[src/rtl/deframer_pkg.sv]
// Shared types and default constants for the serial deframer.
package deframer_pkg;

    // Receiver states: searching for the sync header, or shifting in payload.
    typedef enum logic [0:0] {
        HUNT    = 1'b0,
        COLLECT = 1'b1
    } state_e;

    localparam int unsigned DefaultWidth = 8;
    localparam logic [2:0]  DefaultSync  = 3'b110;

endpackage

[src/rtl/deframer_fifo.sv]
// Two-entry output buffer for assembled frames; head visible without bypass.
module deframer_fifo #(
    parameter int unsigned WIDTH = 8
) (
    input  logic             Clock,
    input  logic             Reset,
    input  logic             push_i,
    input  logic [WIDTH-1:0] push_data_i,
    input  logic             pop_i,
    output logic             full_o,
    output logic             empty_o,
    output logic [WIDTH-1:0] head_o
);

    logic [WIDTH-1:0] mem_q [2];
    logic             wr_ptr_q;
    logic             rd_ptr_q;
    logic [1:0]       count_q;
    logic [1:0]       count_d;
    logic             do_push;
    logic             do_pop;

    // When full, a same-edge pop frees the slot the write lands in.
    always_comb begin
        do_pop  = pop_i && (count_q != 2'd0);
        do_push = push_i && ((count_q != 2'd2) || do_pop);
        count_d = count_q;
        if (do_push && !do_pop) begin
            count_d = count_q + 2'd1;
        end else if (!do_push && do_pop) begin
            count_d = count_q - 2'd1;
        end
    end

    // Storage, pointers and occupancy.
    always_ff @(posedge Clock) begin
        if (Reset) begin
            for (int i = 0; i < 2; i++) begin
                mem_q[i] <= '0;
            end
            wr_ptr_q <= 1'b0;
            rd_ptr_q <= 1'b0;
            count_q  <= 2'd0;
        end else begin
            if (do_push) begin
                mem_q[wr_ptr_q] <= push_data_i;
                wr_ptr_q        <= ~wr_ptr_q;
            end
            if (do_pop) begin
                rd_ptr_q <= ~rd_ptr_q;
            end
            count_q <= count_d;
        end
    end

    assign full_o  = (count_q == 2'd2);
    assign empty_o = (count_q == 2'd0);
    // Drive zero when empty so stale entries never leak out.
    assign head_o  = empty_o ? '0 : mem_q[rd_ptr_q];

endmodule

[src/rtl/serial_deframer.sv]
// Serial deframer: hunts for a 3-bit sync header, collects WIDTH payload bits
// MSB first, and buffers completed frames in a two-entry FIFO.
module serial_deframer
    import deframer_pkg::*;
#(
    parameter int unsigned WIDTH = DefaultWidth,
    parameter logic [2:0]  SYNC  = DefaultSync
) (
    input  logic             Clock,
    input  logic             Reset,
    input  logic             BitIn,
    input  logic             BitValid,
    output logic [WIDTH-1:0] Data,
    output logic             DataValid,
    input  logic             DataReady,
    output logic             Busy,
    output logic             Overflow
);

    localparam int unsigned     CntW    = $clog2(WIDTH + 1);
    localparam logic [CntW-1:0] LastCnt = CntW'(WIDTH - 1);

    state_e           state_q, state_d;
    logic [2:0]       window_q, window_d;
    logic [CntW-1:0]  cnt_q, cnt_d;
    logic [WIDTH-1:0] payload_q, payload_d;
    logic             overflow_q, overflow_d;
    logic             push;
    logic [WIDTH-1:0] push_data;
    logic             pop;
    logic             fifo_full;
    logic             fifo_empty;

    // Next-state: sync hunt and payload collection, frozen while BitValid is low.
    always_comb begin
        state_d   = state_q;
        window_d  = window_q;
        cnt_d     = cnt_q;
        payload_d = payload_q;
        push      = 1'b0;
        push_data = {payload_q[WIDTH-2:0], BitIn};
        if (BitValid) begin
            case (state_q)
                HUNT: begin
                    if ({window_q[1:0], BitIn} == SYNC) begin
                        state_d  = COLLECT;
                        cnt_d    = '0;
                        window_d = 3'b000;
                    end else begin
                        window_d = {window_q[1:0], BitIn};
                    end
                end
                COLLECT: begin
                    payload_d = {payload_q[WIDTH-2:0], BitIn};
                    cnt_d     = cnt_q + CntW'(1);
                    // Final payload bit: hand the word to the buffer and resume hunting.
                    if (cnt_q == LastCnt) begin
                        push    = 1'b1;
                        state_d = HUNT;
                    end
                end
                default: begin
                    state_d = HUNT;
                end
            endcase
        end
        overflow_d = push && fifo_full && !pop;
    end

    // State register; reset wins over everything on the same edge.
    always_ff @(posedge Clock) begin
        if (Reset) begin
            state_q    <= HUNT;
            window_q   <= 3'b000;
            cnt_q      <= '0;
            payload_q  <= '0;
            overflow_q <= 1'b0;
        end else begin
            state_q    <= state_d;
            window_q   <= window_d;
            cnt_q      <= cnt_d;
            payload_q  <= payload_d;
            overflow_q <= overflow_d;
        end
    end

    assign pop = DataValid && DataReady;

    deframer_fifo #(
        .WIDTH (WIDTH)
    ) u_fifo (
        .Clock       (Clock),
        .Reset       (Reset),
        .push_i      (push),
        .push_data_i (push_data),
        .pop_i       (pop),
        .full_o      (fifo_full),
        .empty_o     (fifo_empty),
        .head_o      (Data)
    );

    assign DataValid = !fifo_empty;
    assign Busy      = (state_q == COLLECT);
    assign Overflow  = overflow_q;

endmodule
[config.mk]
export PLATFORM = sky130hd
export DESIGN_NAME = serial_deframer
export DESIGN_NICKNAME = d
export VERILOG_FILES = /design/src/rtl/deframer_pkg.sv /design/src/rtl/deframer_fifo.sv /design/src/rtl/serial_deframer.sv
export SDC_FILE = /design/constraint.sdc
export NUM_CORES = 1
export LEC_CHECK = 0
export ABC_AREA = 1
export BUFFER_PORTS_ARGS = -buffer_cell sky130_fd_sc_hd__buf_4
export CAP_MARGIN = 20
export CELL_PAD_IN_SITES_DETAIL_PLACEMENT = 1
export CELL_PAD_IN_SITES_GLOBAL_PLACEMENT = 1
export CORE_ASPECT_RATIO = 1.2
export CORE_MARGIN = 2
export CORE_UTILIZATION = 47
export DETAILED_ROUTE_END_ITERATION = 10
export PLACE_DENSITY = 0.91
export SKIP_LAST_GASP = 1
export SYNTH_ARGS = -nofsm -noshare
export SYNTH_HDL_FRONTEND = slang
export SYNTH_SLANG_ARGS = --single-unit
[constraint.sdc]
create_clock -name Clock -period 3.8 [get_ports Clock]
set_clock_uncertainty 0.15 [all_clocks]
set_input_delay 0.19 -clock Clock [delete_from_list [all_inputs] [get_ports Clock]]
set_output_delay 0.19 -clock Clock [all_outputs]
set_load 0.03 [all_outputs]
# Word-level counts from Yosys, hierarchy flattened
# Memories as Yosys holds them, arrays and structs flattened. A register that Yosys moved wholly into a read port is not among the register bits.
# Cells that the tools add are included.
[totals]
reg_bits = 19
latchBits = 0
ram_bits = 16
mem_bits_ro = 0
in_bits = 5
output_inout_bits = 11
elab_cells = 61
memories = 1
[memory_table]
columns = ["memory", "words", "width", "rd", "rd_ports_with_merged_regs", "write_ports", "line", "rtl"]
rows = [
  ["u_fifo.mem_q", 2, 8, 1, 1, 2, "deframer_fifo.sv:15", "logic [WIDTH-1:0] mem_q [2];"],
]
[classes]
n_addsub = 3
mul = 0
div_mod_pow = 0
n_lt_le_gt_ge = 0
eq_ne = 5
shift = 0
muxes = 22
bitwise_logic = 3
n_reduce_logical = 19
[ops]
columns = ["op", "count"]
rows = [
  ["8-bit 2-to-1 mux", 2],
  ["1-bit 2-to-1 mux", 14],
  ["4-bit one-hot mux with 2 select lines", 1],
  ["8-bit OR reduction", 1],
  ["1-bit logical AND", 7],
  ["2-bit 2-to-1 mux", 3],
  ["2-bit AND reduction", 3],
  ["4-bit by 1-bit adder with 4-bit output, second input constant", 1],
  ["4-bit by 3-bit equality test with 1-bit output, second input constant", 1],
  ["1-bit logical NOT", 4],
  ["4-bit 2-to-1 mux", 1],
  ["2-bit inequality test, second input constant", 2],
  ["2-bit nonzero test", 2],
  ["3-bit equality test, second input constant", 1],
  ["1-bit inverter", 3],
  ["2-bit by 1-bit adder with 2-bit output, second input constant", 1],
  ["2-bit equality test, second input constant", 1],
  ["2-bit logical NOT", 1],
  ["1-bit one-hot mux with 2 select lines", 1],
  ["2-bit by 1-bit subtractor with 2-bit output, second input constant", 1],
  ["1-bit logical OR", 1],
]

# Logic depth before layout (Yosys ltp)
# Gate-level depths: netlist of the first run.
[depth]
word_depth = 11
mapped_depth = 12
ltp_nobuf = 12

# Modules after synthesis
# Synthesis of the first run repeated with hierarchy kept, for this count alone.
[hier_totals]
cells_unflattened = 187
area_unflattened_um2 = 1616.6
[by_module_without_submodules]
columns = ["mod", "n_inst", "cells_per_inst", "area_per_inst_um2", "seq_area_each_um2"]
rows = [
  ["deframer_fifo", 1, 107, 991.0, 580.6],
  ["serial_deframer", 1, 80, 625.6, 300.3],
]

# Worst setup path before layout of the first run
# No wires, ideal clock.
[synth_timing]
path_type = "register -> register"
startpoint = "register state_q, in the netlist Busy"
endpoint = "register u_fifo.count_q[1]"
setup_time_ns = 0.113
t_arrival_ns = 1.539
required_time_ns = 3.537
setup_slack_ns = 1.998
stages_incl_launch_ff = 9
n_path_buf = 0
period_less_slack_ns = 1.802
path_cell_list = "dfxtp_1 > nand3_4 > nor2_8 > nand2_1 > inv_1 > ha_1 > nand3b_1 > nor2_1 > nor2_1"
[synth_via]
elab_chain_len = 6
word_cells_on_any_way = 8
cone_classes = "mux: 3; reduce/logical: 5"
[synth_lines]
columns = ["element", "line", "rtl"]
rows = [
  ["start, declared", "serial_deframer.sv:23", "state_e state_q, state_d;"],
  ["start signal, assigned", "serial_deframer.sv:79", "state_q <= state_d;"],
  ["1-bit 2-to-1 mux *", "serial_deframer.sv:43", "case (state_q)"],
  ["1-bit 2-to-1 mux *", "serial_deframer.sv:42", "if (BitValid) begin"],
  ["1-bit logical AND *", "deframer_fifo.sv:26", "do_push = push_i && ((count_q != 2'd2) || do_pop);"],
  ["net u_fifo.do_push", "deframer_fifo.sv:20", "logic do_push;"],
  ["1-bit logical NOT", "deframer_fifo.sv:30", "end else if (!do_push && do_pop) begin"],
  ["1-bit logical AND", "deframer_fifo.sv:30", ""],
  ["2-bit nonzero test (no source line)", "--", ""],
  ["end signal, assigned", "deframer_fifo.sv:52", "count_q <= count_d;"],
  ["end, declared", "deframer_fifo.sv:18", "logic [1:0] count_q;"],
]
# Mark *: on every way through the listed nets, which the timed path passes. The rest lies on a longest branch.
# A chain may end at the register's enable or synchronous reset.

# Worst setup path after layout of the first run
[layout_timing]
startpoint = "register cnt_q[0]"
endpoint = "register u_fifo.count_q[1]"
[layout_via]
elab_chain_len = 8
word_cells_on_any_way = 10
cone_classes = "eq/ne: 1; mux: 4; reduce/logical: 5"
[layout_lines]
columns = ["element", "line", "rtl"]
rows = [
  ["start, declared", "serial_deframer.sv:25", "logic [CntW-1:0] cnt_q, cnt_d;"],
  ["start signal, assigned", "serial_deframer.sv:81", "cnt_q <= cnt_d;"],
  ["4-bit by 3-bit equality test with 1-bit output *", "serial_deframer.sv:57", "if (cnt_q == LastCnt) begin"],
  ["1-bit 2-to-1 mux *", "serial_deframer.sv:57", ""],
  ["1-bit 2-to-1 mux *", "serial_deframer.sv:43", ""],
  ["1-bit 2-to-1 mux *", "serial_deframer.sv:42", ""],
  ["1-bit logical AND *", "deframer_fifo.sv:26", ""],
  ["net u_fifo.do_push", "deframer_fifo.sv:20", ""],
  ["1-bit logical NOT", "deframer_fifo.sv:30", ""],
  ["1-bit logical AND", "deframer_fifo.sv:30", ""],
  ["2-bit nonzero test (no source line)", "--", ""],
]
# Marked as above.

==> results_tabular.tex, run 1 <==
\begin{tabular}{lr}
\hline
Metric & Value \\
\hline
\multicolumn{2}{l}{\textbf{Cells and area}} \\
\quad Total Nets Final & 200 \\
\quad Filler Cell Count & 382 \\
\quad Layout overhead on the synthesized area & 12.88\% \\
\quad Sequential standard cell area & 880.8 sq um \\
\quad Post-Route Utilization & 0.5640 \\
\quad Final std cell area, no fill & 1754 sq um \\
\quad \# diodes & 0 \\
\quad Proportion of layout cells with a drive suffix above 1 & 0.1495 \\
\quad Area occupied by multi-input gates & 571.8 sq um \\
\multicolumn{2}{l}{\textbf{CTS}} \\
\quad Clock insertion delay at the later pin of the skew report & 0.33 ns \\
\quad Clock tree from TritonCTS & done \\
\quad Library cell used as clock root buffer & clkbuf\_4 \\
\quad Buffers from clock root to sink, at most & 2 \\
\quad Clk sinks & 36 \\
\quad Post-CTS Repair Setup Buffers & 0 \\
\quad Clock buffers created by TritonCTS & 5 \\
\quad Clk pin slew, worst setup/hold paths & 0.10 ns \\
\quad H-Tree Level Count & 2 \\
\multicolumn{2}{l}{\textbf{Die}} \\
\quad Starting density of the core & 0.4996 \\
\quad Number of core rows & 22 \\
\quad Die area & 3784 sq um \\
\quad Die width & 56.49 um \\
\quad Core area & 3110 sq um \\
\quad Number of primary I/O pins & 16 \\
\quad Vertical extent of the die & 66.99 um \\
\multicolumn{2}{l}{\textbf{Yosys}} \\
\quad Synthesized-area fraction occupied by and/or/nand/nor cells & 0.2295 \\
\quad Mapped Cells & 173 \\
\quad Xor-xnor portion of the synthesized cell area & 0 \\
\quad Post-Synth Adder-Cell Area & 0.01610 \\
\quad Proportion of synthesized area in mux cells & 0 \\
\quad Synth Area per Inst & 8.983 sq um \\
\quad Net Count, Synth & 180 \\
\quad Number of synthesized register bits & 36 \\
\quad Combinational family with the most area after synthesis & simple AND/OR/NAND/NOR gates \\
\quad Post-Synthesis Cell Area & 1554 sq um \\
\quad Compound-cell area share of the yosys netlist & 0.1224 \\
\quad Sequential area share after synthesis & 0.5668 \\
\quad Count of synthesis-stage warnings from yosys & 0 \\
\quad Library cells used by synthesis & 20 \\
\multicolumn{2}{l}{\textbf{Timing}} \\
\quad Final max-slew violation count & 0 \\
\quad Final setup viols & 0 \\
\quad RSZ-0062 raised after global routing & no \\
\quad Final setup slack of the worst path & 1.864 ns \\
\quad Fmax & 0.5164 GHz \\
\quad Transition at the pin with the smallest max-transition slack & 0.5018 ns \\
\quad Fin crit share & 0.5096 \\
\quad Remaining max-slew budget at the tightest pin & 0.6651 \\
\quad Post-layout min period & 1.936 ns \\
\quad Final number of hold-violating endpoints & 0 \\
\quad Setup TNS & 0 ns \\
\multicolumn{2}{l}{\textbf{Setup path}} \\
\quad Crit path launch type & flop \\
\quad Critical path class & reg -> reg \\
\quad CP required & 3.89 ns \\
\quad Reg-to-reg startpoint & cnt\_q[0]\$\_SDFFE\_PP0P\_ \\
\quad Capture instance of the worst register-to-register path & u\_fifo.count\_q[1]\$\_SDFFE\_PP0P\_ \\
\quad Data arrival, critical path & 2.03 ns \\
\quad Highest net fanout along the worst path & 5 \\
\quad Worst Reg-to-Reg Cells & 9 \\
\quad Endpoint type of the worst setup path & flop \\
\quad Reg-to-reg setup timing slack & 1.86 ns \\
\multicolumn{2}{l}{\textbf{Min path}} \\
\quad Type of the worst min-delay path & in -> reg \\
\quad Worst min-delay path startpoint & BitIn \\
\quad Terminating pin of the worst hold path & payload\_q[0]\$\_SDFFE\_PP0P\_ \\
\quad Hold-critical path depth & 3 \\
\multicolumn{2}{l}{\textbf{Global routing}} \\
\quad Wire length of the first global-routing pass & 5616 um \\
\quad Largest net degree at the start of global routing & 20 \\
\quad Global-route usage over all layers & 0.1986 \\
\quad Number of global-route vias before repair & 1296 \\
\quad Total congestion overflow & 0 \\
\quad Initial antenna violation count & 0 \\
\multicolumn{2}{l}{\textbf{Power}} \\
\quad Peak supply drop & 0.3078 mV \\
\quad Power per standard cell area & 401.5 nW/um\^{}2 \\
\quad Leak pwr & 0.7076 nW \\
\multicolumn{2}{l}{\textbf{Place}} \\
\quad Count of port buffers added during placement & 15 \\
\quad Area after detailed placement & 1693 sq um \\
\quad DP Worst Slack & 1.882 ns \\
\quad Final weighted congestion in routability-driven placement & 0.8209 \\
\quad Final HPWL from detailed placement & 2486 um \\
\multicolumn{2}{l}{\textbf{Run status}} \\
\quad Result of the run & finished, final reports clean \\
\multicolumn{2}{l}{\textbf{Routing}} \\
\quad Drt initial violations & 24 \\
\quad DRC violations left & 0 \\
\quad Number of vias after detailed routing & 1221 \\
\quad Number of iterations in the first detailed-routing pass & 4 \\
\quad Sum of routed wire length over all layers & 3218 um \\
\quad Per-cell via count in the routed design & 5.309 \\
\quad Final ANT Viol Nets & 0 \\
\quad Detail-routed net length per standard cell & 13.99 um \\
\multicolumn{2}{l}{\textbf{Run}} \\
\quad Total of max-cap violations & 0 \\
\hline
\end{tabular}
## layout make-up
| cell class | instances | share of cell area |
|---|---|---|
| sequential | 36 | 0.5021 |
| multi-input combinational | 112 | 0.3260 |
| timing repair buffer | 16 | 0.06990 |
| inverter | 22 | 0.04708 |
| tap | 36 | 0.02568 |
| clock buffer | 5 | 0.02140 |
| clock inverter | 3 | 0.007846 |
## worst max path at each step
stage,slack [ns],cells after the start,endpoint,start
detailed placement,1.88,10,u_fifo.count_q[1]$_SDFFE_PP0P_,cnt_q[0]$_SDFFE_PP0P_
CTS,1.85,9,u_fifo.count_q[1]$_SDFFE_PP0P_,cnt_q[0]$_SDFFE_PP0P_
floorplan,2.00,8,u_fifo.count_q[1]$_SDFFE_PP0P_,Busy$_SDFFE_PP0P_
global route,1.71,10,u_fifo.count_q[1]$_SDFFE_PP0P_,cnt_q[0]$_SDFFE_PP0P_
finish,1.86,9,u_fifo.count_q[1]$_SDFFE_PP0P_,cnt_q[0]$_SDFFE_PP0P_
global placement,2.03,10,u_fifo.count_q[1]$_SDFFE_PP0P_,cnt_q[0]$_SDFFE_PP0P_
## cells in the mapped netlist (all sizes together)
cell type / instances / area share
a21oi: 25 / 0.081
inv: 22 / 0.053
clkbuf: 1 / 0.0024
or2: 1 / 0.0040
nor2: 23 / 0.066
nand3: 8 / 0.042
nand3b: 1 / 0.0048
dfxtp: 20 / 0.26
buf: 2 / 0.0097
nor4: 1 / 0.0040
ha: 2 / 0.016
o21ai: 13 / 0.042
nand4: 2 / 0.018
edfxtp: 16 / 0.31
nand2: 35 / 0.088
nor3: 1 / 0.0032
## flip-flops by register name (all words and copies together) (netlist names), named ones only
name	count
window_q	2
u_fifo.mem_q	16
u_fifo.count_q	2
u_fifo.rd_ptr_q	1
cnt_q	4
u_fifo.wr_ptr_q	1
Overflow	1
Busy	1
payload_q	7
## worst max-delay path, stage by stage (launching register included)
cell      delay, ns
dfxtp_1        0.42
ha_1           0.22
nand2_2        0.12
nor2_8         0.18
nand2_1        0.08
inv_1          0.07
ha_1           0.24
nand3b_1       0.19
nor2_1         0.11
nor2_1         0.05
## stage by stage
stage | power [mW] | instances | hold WS (ns)
2_1_floorplan | 0.4915 | 173 | 0.1091
3_3_place_gp | 0.5190 | 221 | 0.2709
3_5_place_dp | 0.5255 | 221 | 0.2719
4_1_cts | 0.7137 | 230 | 0.01685
5_1_grt | 0.7397 | 230 | 0.02882
6_report | 0.7043 | 230 | 0.03038
## power breakdown
part | switching [mW] | internal [mW] | total (mW)
sequential | 0.00756 | 0.418 | 0.425
combinational | 0.0621 | 0.0286 | 0.0907
clock | 0.121 | 0.0678 | 0.188
## cells in the final DEF, fill, tap and decap left out, drive strengths merged
master / Yosys / layout
nand3: 8 / 8
inv: 22 / 22
nor2: 23 / 23
nand3b: 1 / 1
clkbuf: 1 / 5
nand2: 35 / 35
or2: 1 / 1
a21oi: 25 / 25
nor3: 1 / 1
dlygate4sd3: 0 / 1
o21ai: 13 / 13
nor4: 1 / 1
ha: 2 / 2
buf: 2 / 15
nand4: 2 / 2
dfxtp: 20 / 20
clkinv: 0 / 3
edfxtp: 16 / 16
## cell families (layout without fill, tap and decap cells)
family | Yosys count | after routing
compound gates | 38 | 38
fa+ha+maj | 2 | 2
buf+inv | 25 | 46
flops | 36 | 36
simple gates | 72 | 72
## timing repair
item                      in CTS  in global routing
hold buffers                   1                  0
resized for setup              0                  0
hold endpoints to repair       5                  0
## metal layers
| layer | vias to the layer above | global-route usage | wire (um) |
|---|---|---|---|
| li1 | 613 | - | - |
| met1 | 584 | 0.1951 | 1245 |
| met2 | 18 | 0.3794 | 1794 |
| met3 | 6 | 0.06019 | 118 |
| met4 | 0 | 0.08631 | 60 |
| met5 | - | 0 | 0 |
Note: power is estimated with default switching activity, not from simulation.
==> run 2: changes to the inputs <==
--- a/config.mk
+++ b/config.mk
@@ -5,16 +5,16 @@
 export SDC_FILE = /design/constraint.sdc
 export NUM_CORES = 1
 export LEC_CHECK = 0
-export ABC_AREA = 1
+export ABC_AREA = 0
 export BUFFER_PORTS_ARGS = -buffer_cell sky130_fd_sc_hd__buf_4
 export CAP_MARGIN = 20
 export CELL_PAD_IN_SITES_DETAIL_PLACEMENT = 1
 export CELL_PAD_IN_SITES_GLOBAL_PLACEMENT = 1
 export CORE_ASPECT_RATIO = 1.2
 export CORE_MARGIN = 2
-export CORE_UTILIZATION = 47
+export CORE_UTILIZATION = 41
 export DETAILED_ROUTE_END_ITERATION = 10
-export PLACE_DENSITY = 0.91
+export PLACE_DENSITY = 0.83
 export SKIP_LAST_GASP = 1
 export SYNTH_ARGS = -nofsm -noshare
 export SYNTH_HDL_FRONTEND = slang
==> constraint.sdc (replaced) <==
create_clock -name Clock -period 1.7 [get_ports Clock]
set_clock_uncertainty 0.15 [all_clocks]
set_input_delay 0.085 -clock Clock [delete_from_list [all_inputs] [get_ports Clock]]
set_output_delay 0.085 -clock Clock [all_outputs]
set_load 0.03 [all_outputs]
==> results_tabular.tex, run 2 <==
\begin{tabular}{lr}
\hline
Metric & Value \\
\hline
\multicolumn{2}{l}{\textbf{Yosys}} \\
\quad Synth Area per Inst & 10.44 sq um \\
\quad Number of synthesized register bits & 36 \\
\quad Cell type with the largest total area after synthesis & edfxtp\_1 \\
\quad Post-Synthesis Cell Area & 1608 sq um \\
\quad Top cells by area, synth & edfxtp\_1 30\%, dfxtp\_1 25\%, and3\_1 5.1\% \\
\quad Commonest cells post-synth & 20 x dfxtp\_1, 17 x nand2\_1, 16 x edfxtp\_1 \\
\quad Mapped Cells & 154 \\
\quad Most instantiated library cell after synthesis & dfxtp\_1 \\
\quad Sequential area share after synthesis & 0.5479 \\
\quad Synth Flop Type & dfxtp\_1 \\
\quad Library cells used by synthesis & 35 \\
\quad Number of enable flip-flop cells after synthesis & 16 \\
\quad Count of synthesis-stage warnings from yosys & 0 \\
\quad Portion of synthesized cell area occupied by the leading cell type & 0.2988 \\
\quad Net Count, Synth & 161 \\
\quad Post-synthesis async set-or-reset flop share & 0 \\
\multicolumn{2}{l}{\textbf{Power}} \\
\quad Fraction of power spent switching nets & 0.2028 \\
\quad Share of power burned in the clock network & 0.428 \\
\quad Peak supply drop & 0.4879 mV \\
\quad Leak pwr & 0.8395 nW \\
\quad Logic pwr share & 0.038 \\
\quad Sequential power share & 0.534 \\
\quad Internal cell power & 1.384 mW \\
\quad Net load switching power & 0.3520 mW \\
\quad Power per standard cell area & 831.2 nW/um\^{}2 \\
\multicolumn{2}{l}{\textbf{Timing}} \\
\quad Fmax & 0.5725 GHz \\
\quad Transition at the pin with the smallest max-transition slack & 0.5107 ns \\
\quad Post-layout min period & 1.747 ns \\
\quad Setup TNS & -0.05854 ns \\
\quad Remaining max-slew budget at the tightest pin & 0.6583 \\
\quad Final setup slack of the worst path & -0.04688 ns \\
\quad Final setup viols & 2 \\
\quad Worst hold margin & 0.03744 ns \\
\quad RSZ-0062 raised after global routing & yes \\
\quad Final number of hold-violating endpoints & 0 \\
\quad Final max-slew violation count & 0 \\
\quad Fin crit share & 1.028 \\
\multicolumn{2}{l}{\textbf{Routing}} \\
\quad Per-cell via count in the routed design & 5.041 \\
\quad Final ANT Viol Nets & 0 \\
\quad Number of vias after detailed routing & 1220 \\
\quad Detail-routed net length per standard cell & 15.16 um \\
\quad Drt initial violations & 37 \\
\quad Number of iterations in the first detailed-routing pass & 4 \\
\quad DRC violations left & 0 \\
\quad Sum of routed wire length over all layers & 3668 um \\
\multicolumn{2}{l}{\textbf{Cells and area}} \\
\quad Layout overhead on the synthesized area & 29.88\% \\
\quad Filler Cell Count & 422 \\
\quad \# diodes & 0 \\
\quad Registers with the most flip-flops & u\_fifo.mem\_q x16, payload\_q x7, cnt\_q x4 \\
\quad Number of flip-flops in the largest register & 16 \\
\quad Register name with the most flops & u\_fifo.mem\_q \\
\quad Proportion of layout cells with a drive suffix above 1 & 0.2789 \\
\quad Commonest non-fill, non-tap cell in the layout & buf\_4 \\
\quad Sequential standard cell area & 888.4 sq um \\
\quad Commonest non-fill, non-tap cells in the layout & 32 x buf\_4, 16 x dfxtp\_1, 16 x nand2\_1, 16 x edfxtp\_1, 15 x nor2\_1 \\
\quad Area occupied by multi-input gates & 694.4 sq um \\
\quad Total Nets Final & 196 \\
\multicolumn{2}{l}{\textbf{CTS}} \\
\quad Clk pin slew, worst setup/hold paths & 0.07 ns \\
\quad Library cell used as clock root buffer & clkbuf\_8 \\
\quad Clock buffers created by TritonCTS & 5 \\
\quad Clock insertion delay at the later pin of the skew report & 0.29 ns \\
\quad Clock tree from TritonCTS & done \\
\quad Buffers from clock root to sink, at most & 2 \\
\quad H-Tree Level Count & 2 \\
\quad Clk sinks & 36 \\
\multicolumn{2}{l}{\textbf{Die}} \\
\quad Core area & 3694 sq um \\
\quad Die width & 61.17 um \\
\quad Number of core rows & 24 \\
\quad Number of primary I/O pins & 16 \\
\quad Die area & 4441 sq um \\
\quad Vertical extent of the die & 72.60 um \\
\quad Starting density of the core & 0.4353 \\
\multicolumn{2}{l}{\textbf{Setup path}} \\
\quad Reg-to-reg setup timing slack & -0.05 ns \\
\quad Highest net fanout along the worst path & 3 \\
\quad Data arrival, critical path & 1.81 ns \\
\quad Critical path class & reg -> reg \\
\quad Crit path launch type & flop \\
\quad CP required & 1.77 ns \\
\quad CP cell instances & nor3b\_4 -> nor4\_2 -> buf\_4 -> ha\_4 -> or3\_1 -> a21oi\_1 \\
\quad Slowest Stage Delay on Critical Path & 0.34 ns \\
\quad Endpoint type of the worst setup path & flop \\
\quad Slowest cell on the critical path & or3\_1 \\
\multicolumn{2}{l}{\textbf{Global routing}} \\
\quad Most used routing layer & met2 \\
\quad Number of global-route vias before repair & 1346 \\
\quad Global-route usage over all layers & 0.1945 \\
\quad Met2 track demand over resource in global routing & 0.3499 \\
\quad Wire length of the first global-routing pass & 6258 um \\
\quad Total congestion overflow & 0 \\
\quad Met3 Use GR & 0.05319 \\
\quad Largest net degree at the start of global routing & 29 \\
\quad Initial antenna violation count & 0 \\
\quad GR met1 Demand/Resource & 0.2045 \\
\multicolumn{2}{l}{\textbf{Place}} \\
\quad Count of port buffers added during placement & 15 \\
\quad Final weighted congestion in routability-driven placement & 0.8406 \\
\quad Final HPWL from detailed placement & 2694 um \\
\multicolumn{2}{l}{\textbf{Run status}} \\
\quad Result of the run & complete, but fails checks \\
\quad Failing checks & setup timing \\
\multicolumn{2}{l}{\textbf{Min path}} \\
\quad Type of the worst min-delay path & in -> reg \\
\multicolumn{2}{l}{\textbf{Run}} \\
\quad Total of max-cap violations & 0 \\
\hline
\end{tabular}
## run 2: critical path, delay by kind of cell, from the launching register on
| kind | cells | cell delay (ns) |
|---|---|---|
| DFF | 1 | 0.33 |
| AOI/OAI and AO/OA | 1 | 0.12 |
| and+or+nand+nor | 3 | 0.73 |
| buffers and inverters | 1 | 0.17 |
| adders and majority gates | 1 | 0.19 |
## run 2: logic make-up (layout without fill, tap and decap cells)
| logic type | Yosys count | count (layout) | synth area share |
|---|---|---|---|
| DFF | 36 | 36 | 0.5479 |
| muxes | 10 | 10 | 0.06381 |
| AOI/OAI and AO/OA | 25 | 25 | 0.09651 |
| adders and majority gates | 2 | 2 | 0.01556 |
| xor gates and xnor gates | 3 | 3 | 0.01635 |
| and+or+nand+nor | 64 | 64 | 0.2187 |
| buffers and inverters | 14 | 50 | 0.04125 |
## run 2: power groups by stage
stage               registers [mW]  logic (mW)  clock network (mW)
finish                       0.927      0.0663               0.743
global route                 0.928      0.0707               0.800
CTS                          0.927      0.0666               0.761
detailed placement           0.947      0.0601                   0
global placement             0.944      0.0558                   0
floorplan                    0.943      0.0295                   0
## run 2: what timing repair did
item | in CTS | in global routing
resized for setup | 3 | 0
buffers inserted | 2 | 0
cloned | 0 | 0
endpoints found under the hold margin | 5 | 0
hold buffers | 3 | 0
pin swaps | 2 | 2
setup endpoints to repair | 3 | 19
## run 2: path summary, 6_finish.rpt
check / cells past startpoint / endpoint / start
max: 6 / u_fifo.count_q[1]$_SDFFE_PP0P_ / u_fifo.count_q[1]$_SDFFE_PP0P_
min: 3 / cnt_q[1]$_SDFFE_PP0P_ / BitValid
max reg2reg: 6 / u_fifo.count_q[1]$_SDFFE_PP0P_ / u_fifo.count_q[1]$_SDFFE_PP0P_
min reg2reg: 2 / payload_q[3]$_SDFFE_PP0P_ / payload_q[2]$_SDFFE_PP0P_
## run 2: per-layer routing
metal	vias up	part of all wire
met5	-	0
met4	0	0.027
met3	11	0.027
met2	19	0.55
met1	579	0.40
li1	611	-
## run 2: final cells by class
| type | count | area share |
|---|---|---|
| sequential | 36 | 0.4254 |
| multi-input combinational | 104 | 0.3325 |
| timing repair buffer | 37 | 0.1486 |
| clock buffer | 5 | 0.03295 |
| tap | 52 | 0.03116 |
| clock inverter | 3 | 0.02037 |
| inverter | 5 | 0.008987 |
## run 2: per-stage QoR
step	worst slack (ns)	total power [mW]	area, sq um	instances	utilization
after floorplan	-0.1120	0.9727	1648	154	-
after global placement	-0.04922	0.9995	1924	229	0.5210
after detailed placement	-0.09732	1.007	1924	229	0.5210
after CTS	-0.05864	1.755	2088	242	0.5654
after global routing	-0.1507	1.799	2088	242	0.5654
final	-0.04688	1.736	2088	242	0.5654
